File: src/rtl/rate_divided_aggregator.sv
// rate_divided_aggregator: power-of-two rate divider feeding CH result lanes.
// A base counter produces a tick every BASE_DIV enabled cycles; lane i fires
// every 2^i ticks and either samples the latest event (MODE=0) or reports the
// sum of events since its previous fire (MODE=1).
// Build option: define SATURATE_EN to clamp MODE=1 sums at the signed limits
// instead of wrapping.
module rate_divided_aggregator #(
  parameter int WIDTH    = 32,
  parameter int CH       = 4,
  parameter int BASE_DIV = 10000000,
  parameter int MODE     = 1
) (
  input  logic                    clk,
  input  logic                    rst,
  input  logic                    en,
  input  logic                    a_valid,
  input  logic signed [WIDTH-1:0] a,
  output logic [CH*WIDTH-1:0]     result,
  output logic [CH-1:0]           valid
);

  localparam int CW = (BASE_DIV > 1) ? $clog2(BASE_DIV) : 1;
  localparam int KW = (CH > 1) ? CH - 1 : 1;
  localparam logic [CW-1:0] LAST = CW'(BASE_DIV - 1);

  logic [CW-1:0]           base_cnt;
  logic [KW-1:0]           k;
  logic                    tick;
  logic [CH-1:0]           fire;
  logic signed [WIDTH-1:0] hold;
  logic signed [WIDTH-1:0] acc [CH];
  logic signed [WIDTH-1:0] in_term;

  assign tick    = en && (base_cnt == LAST);
  assign in_term = a_valid ? a : '0;

  // Signed add used for both the running accumulator and the fire-time sum.
  function automatic logic signed [WIDTH-1:0] add(input logic signed [WIDTH-1:0] x,
                                                  input logic signed [WIDTH-1:0] y);
`ifdef SATURATE_EN
    logic signed [WIDTH:0] s;
    s = {x[WIDTH-1], x} + {y[WIDTH-1], y};
    if (s[WIDTH] != s[WIDTH-1])
      add = s[WIDTH] ? {1'b1, {(WIDTH-1){1'b0}}} : {1'b0, {(WIDTH-1){1'b1}}};
    else
      add = s[WIDTH-1:0];
`else
    add = x + y;
`endif
  endfunction

  // Lane i fires on a tick whose pre-increment k has its low i bits all set.
  always_comb begin
    fire = '0;
    for (int i = 0; i < CH; i++) begin
      fire[i] = tick && ((k & KW'((1 << i) - 1)) == KW'((1 << i) - 1));
    end
  end

  // Base divider and tick counter; both freeze while en is low.
  always_ff @(posedge clk or negedge rst) begin
    if (!rst) begin
      base_cnt <= '0;
      k        <= '0;
    end else if (en) begin
      if (tick) begin
        base_cnt <= '0;
        k        <= k + KW'(1);
      end else begin
        base_cnt <= base_cnt + CW'(1);
      end
    end
  end

  // Event capture, per-lane accumulation and registered lane outputs.
  always_ff @(posedge clk or negedge rst) begin
    if (!rst) begin
      hold   <= '0;
      result <= '0;
      valid  <= '0;
      for (int i = 0; i < CH; i++) acc[i] <= '0;
    end else begin
      valid <= '0;
      if (en) begin
        if (a_valid) hold <= a;
        for (int i = 0; i < CH; i++) begin
          if (fire[i]) begin
            valid[i] <= 1'b1;
            if (MODE == 0) begin
              result[i*WIDTH +: WIDTH] <= a_valid ? a : hold;
            end else begin
              result[i*WIDTH +: WIDTH] <= add(acc[i], in_term);
              acc[i]                   <= '0;
            end
          end else if (MODE != 0) begin
            acc[i] <= add(acc[i], in_term);
          end
        end
      end
    end
  end

endmodule

File: config.mk
export PLATFORM = sky130hd
export DESIGN_NAME = rate_divided_aggregator
export DESIGN_NICKNAME = d
export VERILOG_FILES = /design/src/rtl/rate_divided_aggregator.sv
export SDC_FILE = /design/constraint.sdc
export NUM_CORES = 1
export LEC_CHECK = 0
export BUFFER_PORTS_ARGS = -buffer_cell sky130_fd_sc_hd__buf_4
export CAP_MARGIN = 20
export CELL_PAD_IN_SITES_DETAIL_PLACEMENT = 1
export CELL_PAD_IN_SITES_GLOBAL_PLACEMENT = 1
export CORE_ASPECT_RATIO = 1.1
export CORE_MARGIN = 2
export CORE_UTILIZATION = 40
export CTS_BUF_LIST = sky130_fd_sc_hd__clkbuf_8
export DETAILED_ROUTE_END_ITERATION = 6
export PLACE_DENSITY = 0.7
export SLEW_MARGIN = 5
export SYNTH_ARGS = -nofsm -noshare
export SYNTH_HDL_FRONTEND = slang
export SYNTH_SLANG_ARGS = --single-unit
File: constraint.sdc
create_clock -name clk -period 3.94 [get_ports clk]
set_input_delay 0.197 -clock clk [delete_from_list [all_inputs] [get_ports clk]]
set_output_delay 0.197 -clock clk [all_outputs]
set_load 0.01 [all_outputs]
==> results of run 1 <==
[cell usage after synthesis (8+ instances only)]
| cell | count |
|---|---|
| a32oi_1 | 62 |
| o21a_1 | 15 |
| maj3_1 | 29 |
| and2_1 | 18 |
| a21o_1 | 23 |
| nor2b_1 | 13 |
| a31oi_1 | 59 |
| ha_1 | 39 |
| nand4_1 | 13 |
| buf_2 | 58 |
| a22oi_1 | 10 |
| nor2_1 | 168 |
| o2bb2ai_1 | 34 |
| or3_1 | 26 |
| xnor2_1 | 206 |
| and3_1 | 11 |
| o22ai_1 | 46 |
| buf_1 | 28 |
| o21ai_1 | 18 |
| o21ai_0 | 254 |
| dfrtp_1 | 287 |
| clkbuf_1 | 161 |
| o22a_1 | 8 |
| o221ai_1 | 13 |
| a22o_1 | 36 |
| a21oi_1 | 172 |
| a32o_1 | 17 |
| o32ai_1 | 58 |
| inv_1 | 90 |
| nand3_1 | 43 |
| o31ai_1 | 49 |
| nand2_1 | 401 |
| a31o_2 | 12 |
| o21bai_1 | 9 |
| xor2_1 | 84 |
| o211ai_1 | 14 |
| nor3_1 | 22 |
| nand2b_1 | 71 |
| or2_2 | 9 |
[kinds of logic (layout without fill, tap and decap cells)]
kind of cell,Yosys count,in the layout
xor gates and xnor gates,291,291
DFF,287,287
other,0,2
and+or+nand+nor,820,820
muxes,8,8
AOI/OAI and AO/OA,989,989
buffers and inverters,351,474
adders and majority gates,68,68
[area by class of cell]
cell class	count	area (µm²)	share of cell area
tap	744	931	0.0360
clock inverter	31	230	0.00891
clock buffer	67	922	0.0357
multi-input combinational	2176	14000	0.542
sequential	287	7180	0.278
inverter	93	350	0.0136
timing repair buffer	283	2220	0.0858
antenna	2	5.00	0.000194
[metrics by stage]
stage	instance area [µm²]	setup TNS (ps)	hold WS (ps)
floorplan	22600	-19.6	-98.6
global placement	24600	-155	274
global route	25800	0	81.5
detailed placement	24600	-184	280
CTS	25800	0	4.96
finish	25800	0	61.5
[tightest hold or removal path: cells and delay by family]
family	cells	cell delay (ps)
and+or+nand+nor	3	280
adders and majority gates	1	150
buffers and inverters	1	100
[per-layer routing]
metal | up-vias | wire length, µm | GRT usage | share of wire
met4 | 2 | 3140 | 0.113 | 0.035
met3 | 171 | 5050 | 0.0416 | 0.056
met1 | 11498 | 39700 | 0.412 | 0.44
met2 | 671 | 42300 | 0.502 | 0.47
li1 | 10316 | - | - | -
met5 | - | 12 | 0 | 0.00013
[how the worst max path moves through the flow]
| stage | to | cells after the start |
|---|---|---|
| final | acc[127] | 14 |
| after global routing | acc[127] | 14 |
| after CTS | acc[127] | 14 |
| after detailed placement | acc[127] | 16 |
| after global placement | acc[127] | 16 |
| after floorplan | result[94] | 23 |
[timing repair]
action                                 4_1_cts  5_1_grt
setup buffers                                0        2
gates resized for setup                      1        3
setup endpoints to repair                    1        5
pin swaps                                    0        1
hold buffers                                 2        0
endpoints found under the hold margin       88        0
[registers in the layout, summed over array words and instances, names as in the netlist]
signal	flops
acc	128
base_cnt	24
k	3
result	128
valid	4
[report_power, final]
group,internal [mW],total (mW),leakage [nW],switching [mW]
registers,3.60,5.21,3.77,1.61
logic,3.54,8.42,6.38,4.88
clock network,1.74,3.23,0.668,1.49
total,8.88,16.9,10.8,7.98
==> impl_metrics.py, run 1 <==
metrics = {
    "outcome": {
        "status": "complete, no violations",
    },
    "yosys": {
        "yosysTopAreaCell": "dfrtp_1",
        "synth_top_family_by_area": "compound AO/OA/AOI/OAI gates",
        "ys_ff_latch": 287,
        "synth_top_cell_area_share": 0.320,
        "synth-adder-area-share": 0.0346,
        "yosysSeqAreaShare": 0.320,
        "muxShareOfSynthArea": 0.00395,
        "synth_edf_count": 0,
        "synth_fp_nets": 2889,
        "synth_area_um2": 22500,
        "yosys_most_used_dff": "dfrtp_1",
        "syn_area_per_cell_um2": 7.99,
        "synth-compound-area-share": 0.300,
        "synth_xor_area_frac": 0.114,
        "synthSimpleGateAreaFrac": 0.163,
        "yosys-top-cells-area": "dfrtp_1 32%, xnor2_1 8.0%, nand2_1 6.7%",
        "synth.distinct_cells": 96,
        "yosysWarnings": 0,
        "ys_async_sr_fraction": 1.00,
        "syn_inst": 2814,
    },
    "sta": {
        "finalClockSkew_ps": 57.0,
        "rsz0062_at_grt": "no",
        "relSlewSlack": 0.345,
        "max_freq_ghz": 0.267,
        "worst-slew-pin-transition_ps": 982,
        "setup_viol": 0,
        "period_needed_ps": 3740,
        "slew_violations": 0,
        "final-hold-violation-count": 0,
        "fin_ws_ps": 200,
        "fin_crit_sh": 0.949,
    },
    "clock_network": {
        "clk_latency_ps": 720,
        "path_clk_slew_ps": 60,
        "cts_buffer_depth": 3,
        "cts_tree": "yes",
        "cts.sinks": 287,
        "cts_made_buffers": 54,
        "cts_root_buf": "clkbuf_8",
        "htreeDepth": 2,
    },
    "placement": {
        "place.gp.congestion": 0.957,
        "io_buffers": 167,
        "placed_cells": 3579,
        "place_hpwl_mm": 65.5,
        "dp_slack_ps": -184,
    },
    "setup_path": {
        "reg2reg_depth": 14,
        "reg2reg_to": "acc[127]",
        "crit_chain": "ha_1, o21ai_0, o22ai_1, a32oi_1, o221ai_1, o21ai_2, o32ai_2, buf_4, o31ai_2, buf_4, o41a_1, xnor2_1, or3_1, o21ai_0",
        "startpoint": "acc[96]",
        "cp.arrival_ps": 4360,
        "crit_buf_inv": 2,
        "critPathCaptureType": "flip-flop",
        "rrSetupSlack_ps": 200,
        "critPathRequiredTime_ps": 4560,
        "worstSetupStartpointType": "flip-flop",
        "cpLargestDelayFamily": "compound AO/OA/AOI/OAI gates",
        "r2r-start": "acc[96]",
        "crit_slowest_cell": "o31ai_2",
        "cp_max_fo": 4,
        "worst-setup-path-type": "flip-flop to flip-flop",
        "slowest_delay_ps": 430,
    },
    "grt": {
        "grt_pass1_vias": 22806,
        "grt-ovfl-total": 0,
        "grt_max_degree": 98,
        "grt_pass1_wl_mm": 139,
        "antenna_found_initial": 2,
        "grt_usage": 0.306,
    },
    "die": {
        "die_h_um": 253,
        "row_count": 91,
        "initial_utilization": 0.403,
        "core_um2": 55800,
        "fp.dieArea_um2": 58100,
        "die_w_um": 230,
        "ios": 168,
    },
    "final_layout": {
        "syn2layout_area_growth_pct": 15.0,
        "n_fill_cell": 6803,
        "final_common_cell": "nand2_1",
        "nNetsFinal": 2970,
        "final_cell_mix": "397 x nand2_1, 287 x dfrtp_1, 273 x buf_4",
        "layout-drive-gt1-share": 0.150,
        "instances_no_fill": 3683,
        "final_util": 0.463,
    },
    "detailed_routing": {
        "vias": 22658,
        "drc": 0,
        "via_per_inst": 6.15,
        "routedWlPerCell_um": 24.5,
        "dr.pass1.iters": 5,
        "drt_wl_total_mm": 90.2,
        "drtIter0Drc": 1739,
        "ant_nets": 0,
    },
    "job": {
        "maxCapViolCount": 0,
    },
    "min_path": {
        "min_path_cells": 5,
        "hold_end": "result[96]",
        "hp-start": "a[0]",
        "hp-class": "input pin to flip-flop",
    },
    "power_and_ir_drop": {
        "total_power_mw": 16.9,
        "irDropWorstVdd_mv": 0.284,
        "power.density_nw_per_um2": 652,
        "p_leak_nw": 10.8,
    },
}
Power figures use the tool's default switching activity.
==> run 2, diff against run 1 <==
--- a/constraint.sdc
+++ b/constraint.sdc
@@ -3,2 +3,2 @@
 set_output_delay 0.197 -clock clk [all_outputs]
-set_load 0.01 [all_outputs]
+set_load 0.1 [all_outputs]
==> impl_metrics.py, run 2 (same netlist as run 1, synthesis figures left out) <==
metrics = {
    "clock_network": {
        "htreeDepth": 2,
        "clk_latency_ps": 700,
        "cts_root_buf": "clkbuf_8",
        "cts.sinks": 287,
        "cts_made_buffers": 54,
        "path_clk_slew_ps": 70,
        "cts_buffer_depth": 3,
        "cts_tree": "yes",
    },
    "sta": {
        "setup_viol": 0,
        "slew_violations": 0,
        "fin_ws_ps": 100,
        "fin_crit_sh": 0.975,
        "finalClockSkew_ps": 42.3,
        "period_needed_ps": 3840,
        "final-hold-violation-count": 0,
        "worst-slew-pin-transition_ps": 1120,
        "hold_ws_ps": 65.6,
        "tns_ps": 0,
        "relSlewSlack": 0.252,
        "max_freq_ghz": 0.260,
    },
    "power_and_ir_drop": {
        "irDropWorstVdd_mv": 0.245,
        "seq_power_share": 0.309,
        "p_leak_nw": 10.8,
        "p_comb_frac": 0.501,
        "intPower_mw": 8.86,
        "clkPwrFrac": 0.190,
        "p_switching_mw": 8.05,
        "swShare": 0.476,
        "power.density_nw_per_um2": 655,
    },
    "grt": {
        "grt-ovfl-total": 0,
        "antenna_found_initial": 1,
        "grt_usage": 0.313,
        "grt_pass1_vias": 22794,
        "grt_max_degree": 94,
        "grt_pass1_wl_mm": 141,
    },
    "final_layout": {
        "largestRegisters": "acc: 128 flops, result: 128 flops, base_cnt: 24 flops",
        "syn2layout_area_growth_pct": 14.8,
        "nNetsFinal": 2974,
        "final_common_cell": "nand2_1",
        "stdcell_area_um2": 25800,
        "layout-drive-gt1-share": 0.152,
        "final_cell_mix": "397 x nand2_1, 287 x dfrtp_1, 280 x buf_4",
        "n_fill_cell": 6730,
        "final_util": 0.463,
    },
    "detailed_routing": {
        "routedWlPerCell_um": 25.1,
        "vias": 22684,
        "via_per_inst": 6.16,
        "ant_nets": 0,
        "drtIter0Drc": 1718,
        "dr.pass1.iters": 5,
        "drc": 0,
        "drt_wl_total_mm": 92.3,
    },
    "min_path": {
        "min_path_cells": 5,
        "hold_end": "result[63]",
        "hp-class": "input pin to flip-flop",
        "hp-start": "a[31]",
    },
    "placement": {
        "place_hpwl_mm": 66.5,
        "io_buffers": 167,
        "dp_slack_ps": 104,
        "place.gp.congestion": 0.946,
        "post_dp_cell_area_um2": 24600,
    },
    "setup_path": {
        "worstSetupStartpointType": "flip-flop",
        "cp_max_fo": 12,
        "critPathRequiredTime_ps": 4480,
        "critPathCaptureType": "flip-flop",
        "reg2reg_to": "result[25]",
        "worst-setup-path-type": "flip-flop to flip-flop",
        "cp.arrival_ps": 4380,
        "r2r-start": "acc[105]",
        "reg2reg_depth": 12,
        "rrSetupSlack_ps": 100,
        "startpoint": "acc[105]",
    },
    "die": {
        "row_count": 91,
        "fp.dieArea_um2": 58100,
        "die_h_um": 253,
        "die_w_um": 230,
        "ios": 168,
        "initial_utilization": 0.403,
        "core_um2": 55800,
    },
    "outcome": {
        "status": "complete, no violations",
    },
    "job": {
        "maxCapViolCount": 0,
    },
}
==> run 2: cell types whose count changed in the layout (fill, tap and decap cells not counted), sizes merged <==
cell,delta
buf,+4
diode,-1
clkinv,+5
clkbuf,-3
clkinvlp,+1
inv,-5
==> run 2: repair_timing <==
item / 4_1_cts / 5_1_grt
endpoints found under the setup margin: 0 / 13
endpoints found under the hold margin: 82 / 0
hold buffers: 2 / 0
gates resized for setup: 0 / 3
buffers inserted: 0 / 0
==> run 2: final cells by class <==
type | instances | area [µm²] | share of cell area
clock inverter | 32 | 256 | 0.00994
sequential | 287 | 7180 | 0.278
antenna | 1 | 2.50 | 0.0000970
timing repair buffer | 287 | 2210 | 0.0856
inverter | 93 | 350 | 0.0136
clock buffer | 64 | 881 | 0.0341
tap | 744 | 931 | 0.0361
multi-input combinational | 2176 | 14000 | 0.542
==> run 2: stage by stage <==
step | power [mW] | instances
2_1_floorplan | 10.8 | 2814
3_3_place_gp | 13.2 | 3585
3_5_place_dp | 13.5 | 3585
4_1_cts | 16.8 | 3683
5_1_grt | 18.0 | 3684
6_report | 16.9 | 3684
==> run 2: routing by layer <==
metal,global-route usage,routed length [µm],vias up
met5,0,0,-
met4,0.111,3270,0
met3,0.0461,5560,164
met2,0.512,43000,730
met1,0.421,40500,11472
li1,-,-,10318
==> run 2: critical path: stages, from the launching register on <==
cell,delay [ps]
dfrtp_1,570
and2_1,280
maj3_1,410
maj3_1,380
maj3_1,400
a21oi_1,140
o2bb2ai_1,240
a31oi_2,390
buf_4,220
nor2_1,60
a31oi_1,220
xor2_1,240
o21ai_0,130
==> run 2: worst max path at each step <==
stage | end | slack [ps] | depth (start not counted)
2_1_floorplan | acc[84] | -20 | 23
3_3_place_gp | result[29] | 180 | 12
3_5_place_dp | result[28] | 100 | 14
4_1_cts | result[29] | 100 | 12
5_1_grt | result[25] | -20 | 12
6_report | result[25] | 100 | 12
==> run 2: power by group through the flow <==
stage | clock network, mW | logic (mW) | registers, mW
2_1_floorplan | 0 | 6.78 | 4.02
3_3_place_gp | 0 | 8.05 | 5.14
3_5_place_dp | 0 | 8.30 | 5.22
4_1_cts | 3.29 | 8.37 | 5.18
5_1_grt | 3.41 | 9.20 | 5.38
6_report | 3.21 | 8.48 | 5.22
==> run 3, diff against run 2 <==
Settings changed: PLACE_DENSITY 0.7 to 0.69.
==> impl_metrics.py, run 3 (same netlist as run 1, synthesis figures left out) <==
metrics = {
    "die": {
        "die_w_um": 230,
        "fp.dieArea_um2": 58100,
        "core_um2": 55800,
        "die_h_um": 253,
        "initial_utilization": 0.403,
        "row_count": 91,
        "ios": 168,
    },
    "clock_network": {
        "clk_latency_ps": 700,
        "cts.sinks": 287,
        "cts_made_buffers": 55,
        "cts_root_buf": "clkbuf_8",
        "cts_tree": "yes",
        "cts_buffer_depth": 3,
        "htreeDepth": 2,
        "path_clk_slew_ps": 60,
    },
    "setup_path": {
        "worst-setup-path-type": "flip-flop to flip-flop",
        "cp.arrival_ps": 4370,
        "critPathRequiredTime_ps": 4530,
        "worstSetupStartpointType": "flip-flop",
        "critPathCaptureType": "flip-flop",
        "cp_max_fo": 4,
    },
    "final_layout": {
        "final_cell_mix": "397 x nand2_1, 287 x dfrtp_1, 265 x buf_4",
        "layout-drive-gt1-share": 0.149,
        "final_common_cell": "nand2_1",
        "nNetsFinal": 2963,
        "instances_no_fill": 3677,
        "n_fill_cell": 6744,
        "syn2layout_area_growth_pct": 14.7,
        "largestRegisters": "acc: 128 flops, result: 128 flops, base_cnt: 24 flops",
    },
    "detailed_routing": {
        "drtIter0Drc": 1672,
        "routedWlPerCell_um": 25.0,
        "ant_nets": 0,
        "via_per_inst": 6.16,
        "drt_wl_total_mm": 91.8,
        "vias": 22650,
        "dr.pass1.iters": 5,
        "drc": 0,
    },
    "sta": {
        "hold_ws_ps": 79.4,
        "worst-slew-pin-transition_ps": 1030,
        "period_needed_ps": 3780,
        "setup_viol": 0,
        "fin_ws_ps": 165,
        "rsz0062_at_grt": "no",
        "max_freq_ghz": 0.265,
        "final-hold-violation-count": 0,
        "finalClockSkew_ps": 31.9,
        "fin_crit_sh": 0.958,
        "slew_violations": 0,
        "relSlewSlack": 0.311,
    },
    "grt": {
        "grt_usage": 0.310,
        "grt_pass1_wl_mm": 140,
        "grt-ovfl-total": 0,
        "antenna_found_initial": 2,
        "grt_pass1_vias": 22830,
        "grt_max_degree": 89,
    },
    "power_and_ir_drop": {
        "p_leak_nw": 10.8,
        "power.density_nw_per_um2": 651,
        "swShare": 0.478,
        "p_comb_frac": 0.497,
        "clkPwrFrac": 0.189,
        "seq_power_share": 0.315,
        "p_switching_mw": 8.02,
        "intPower_mw": 8.76,
        "irDropWorstVdd_mv": 0.260,
    },
    "placement": {
        "io_buffers": 167,
        "dp_slack_ps": -291,
        "placed_cells": 3571,
        "place.gp.congestion": 0.926,
        "place_hpwl_mm": 66.3,
    },
    "min_path": {
        "hp-class": "input pin to flip-flop",
    },
    "job": {
        "maxCapViolCount": 0,
    },
    "outcome": {
        "status": "complete, no violations",
    },
}
run 3: changes by cell type in the layout (fill, tap and decap cells not counted), sizes merged:
cell	change
buf	-12
clkbuf	-2
clkinv	+3
clkinvlp	+1
diode	+1
inv	+2
run 3: area by class of cell:
type	count	area, µm²	area share
Multi-Input combinational cell	2176	14000	0.544
Tap cell	744	931	0.0361
Sequential cell	287	7180	0.279
Clock buffer	62	853	0.0331
Timing Repair Buffer	275	2160	0.0837
Inverter	93	350	0.0136
Antenna cell	2	5.00	0.000194
Clock inverter	38	277	0.0107
run 3: critical path, cell delays in order, from the launching register on:
cell and delay, ps:
dfrtp_1 380, ha_1 260, a21oi_1 160, o22ai_1 100, a32oi_1 330, o221ai_1 280, o21ai_2 380, o32ai_1 220
buf_4 200, o31ai_2 580, o41a_1 310, xnor2_1 100, or3_1 310, o21ai_0 80
run 3: path summary, 6_finish.rpt:
path	start	to	slack, ps	cells past startpoint
hold reg to reg	result[15]	result[15]	480	2
min in group asynchronous	rst	acc[112]	130	2
setup / recovery	acc[96]	acc[127]	160	13
setup reg to reg	acc[96]	acc[127]	160	13
hold / removal	a[0]	result[96]	80	5
max in group asynchronous	rst	result[25]	2720	3
run 3: metrics by stage:
stage               setup TNS (ps)  instance area [µm²]  utilization  power (mW)
floorplan                    -39.5                22600            -        10.8
global placement              -341                24600        0.440        13.1
detailed placement            -598                24600        0.440        13.4
CTS                              0                25700        0.461        16.7
global route                     0                25800        0.462        17.8
finish                           0                25800        0.462        16.8
run 3: power groups by stage:
stage          combinational, mW  sequential [mW]  clock [mW]
6_report                    8.33             5.28        3.16
5_1_grt                     9.06             5.45        3.34
4_1_cts                     8.22             5.23        3.24
3_5_place_dp                8.15             5.27           0
3_3_place_gp                7.90             5.19           0
2_1_floorplan               6.78             4.02           0
run 3: per-layer routing:
| layer | track usage | vias to the layer above | wire, µm |
|---|---|---|---|
| met5 | 0 | - | 0 |
| met3 | 0.0455 | 155 | 5180 |
| met2 | 0.502 | 674 | 42800 |
| met4 | 0.111 | 0 | 3180 |
| li1 | - | 10292 | - |
| met1 | 0.421 | 11529 | 40600 |
run 3: what timing repair did:
action	CTS	global route
gates cloned	0	0
pin swaps	0	1
hold buffers	2	0
buffers inserted	0	2
hold endpoints to repair	86	0
setup endpoints to repair	2	5
gates resized for setup	1	5
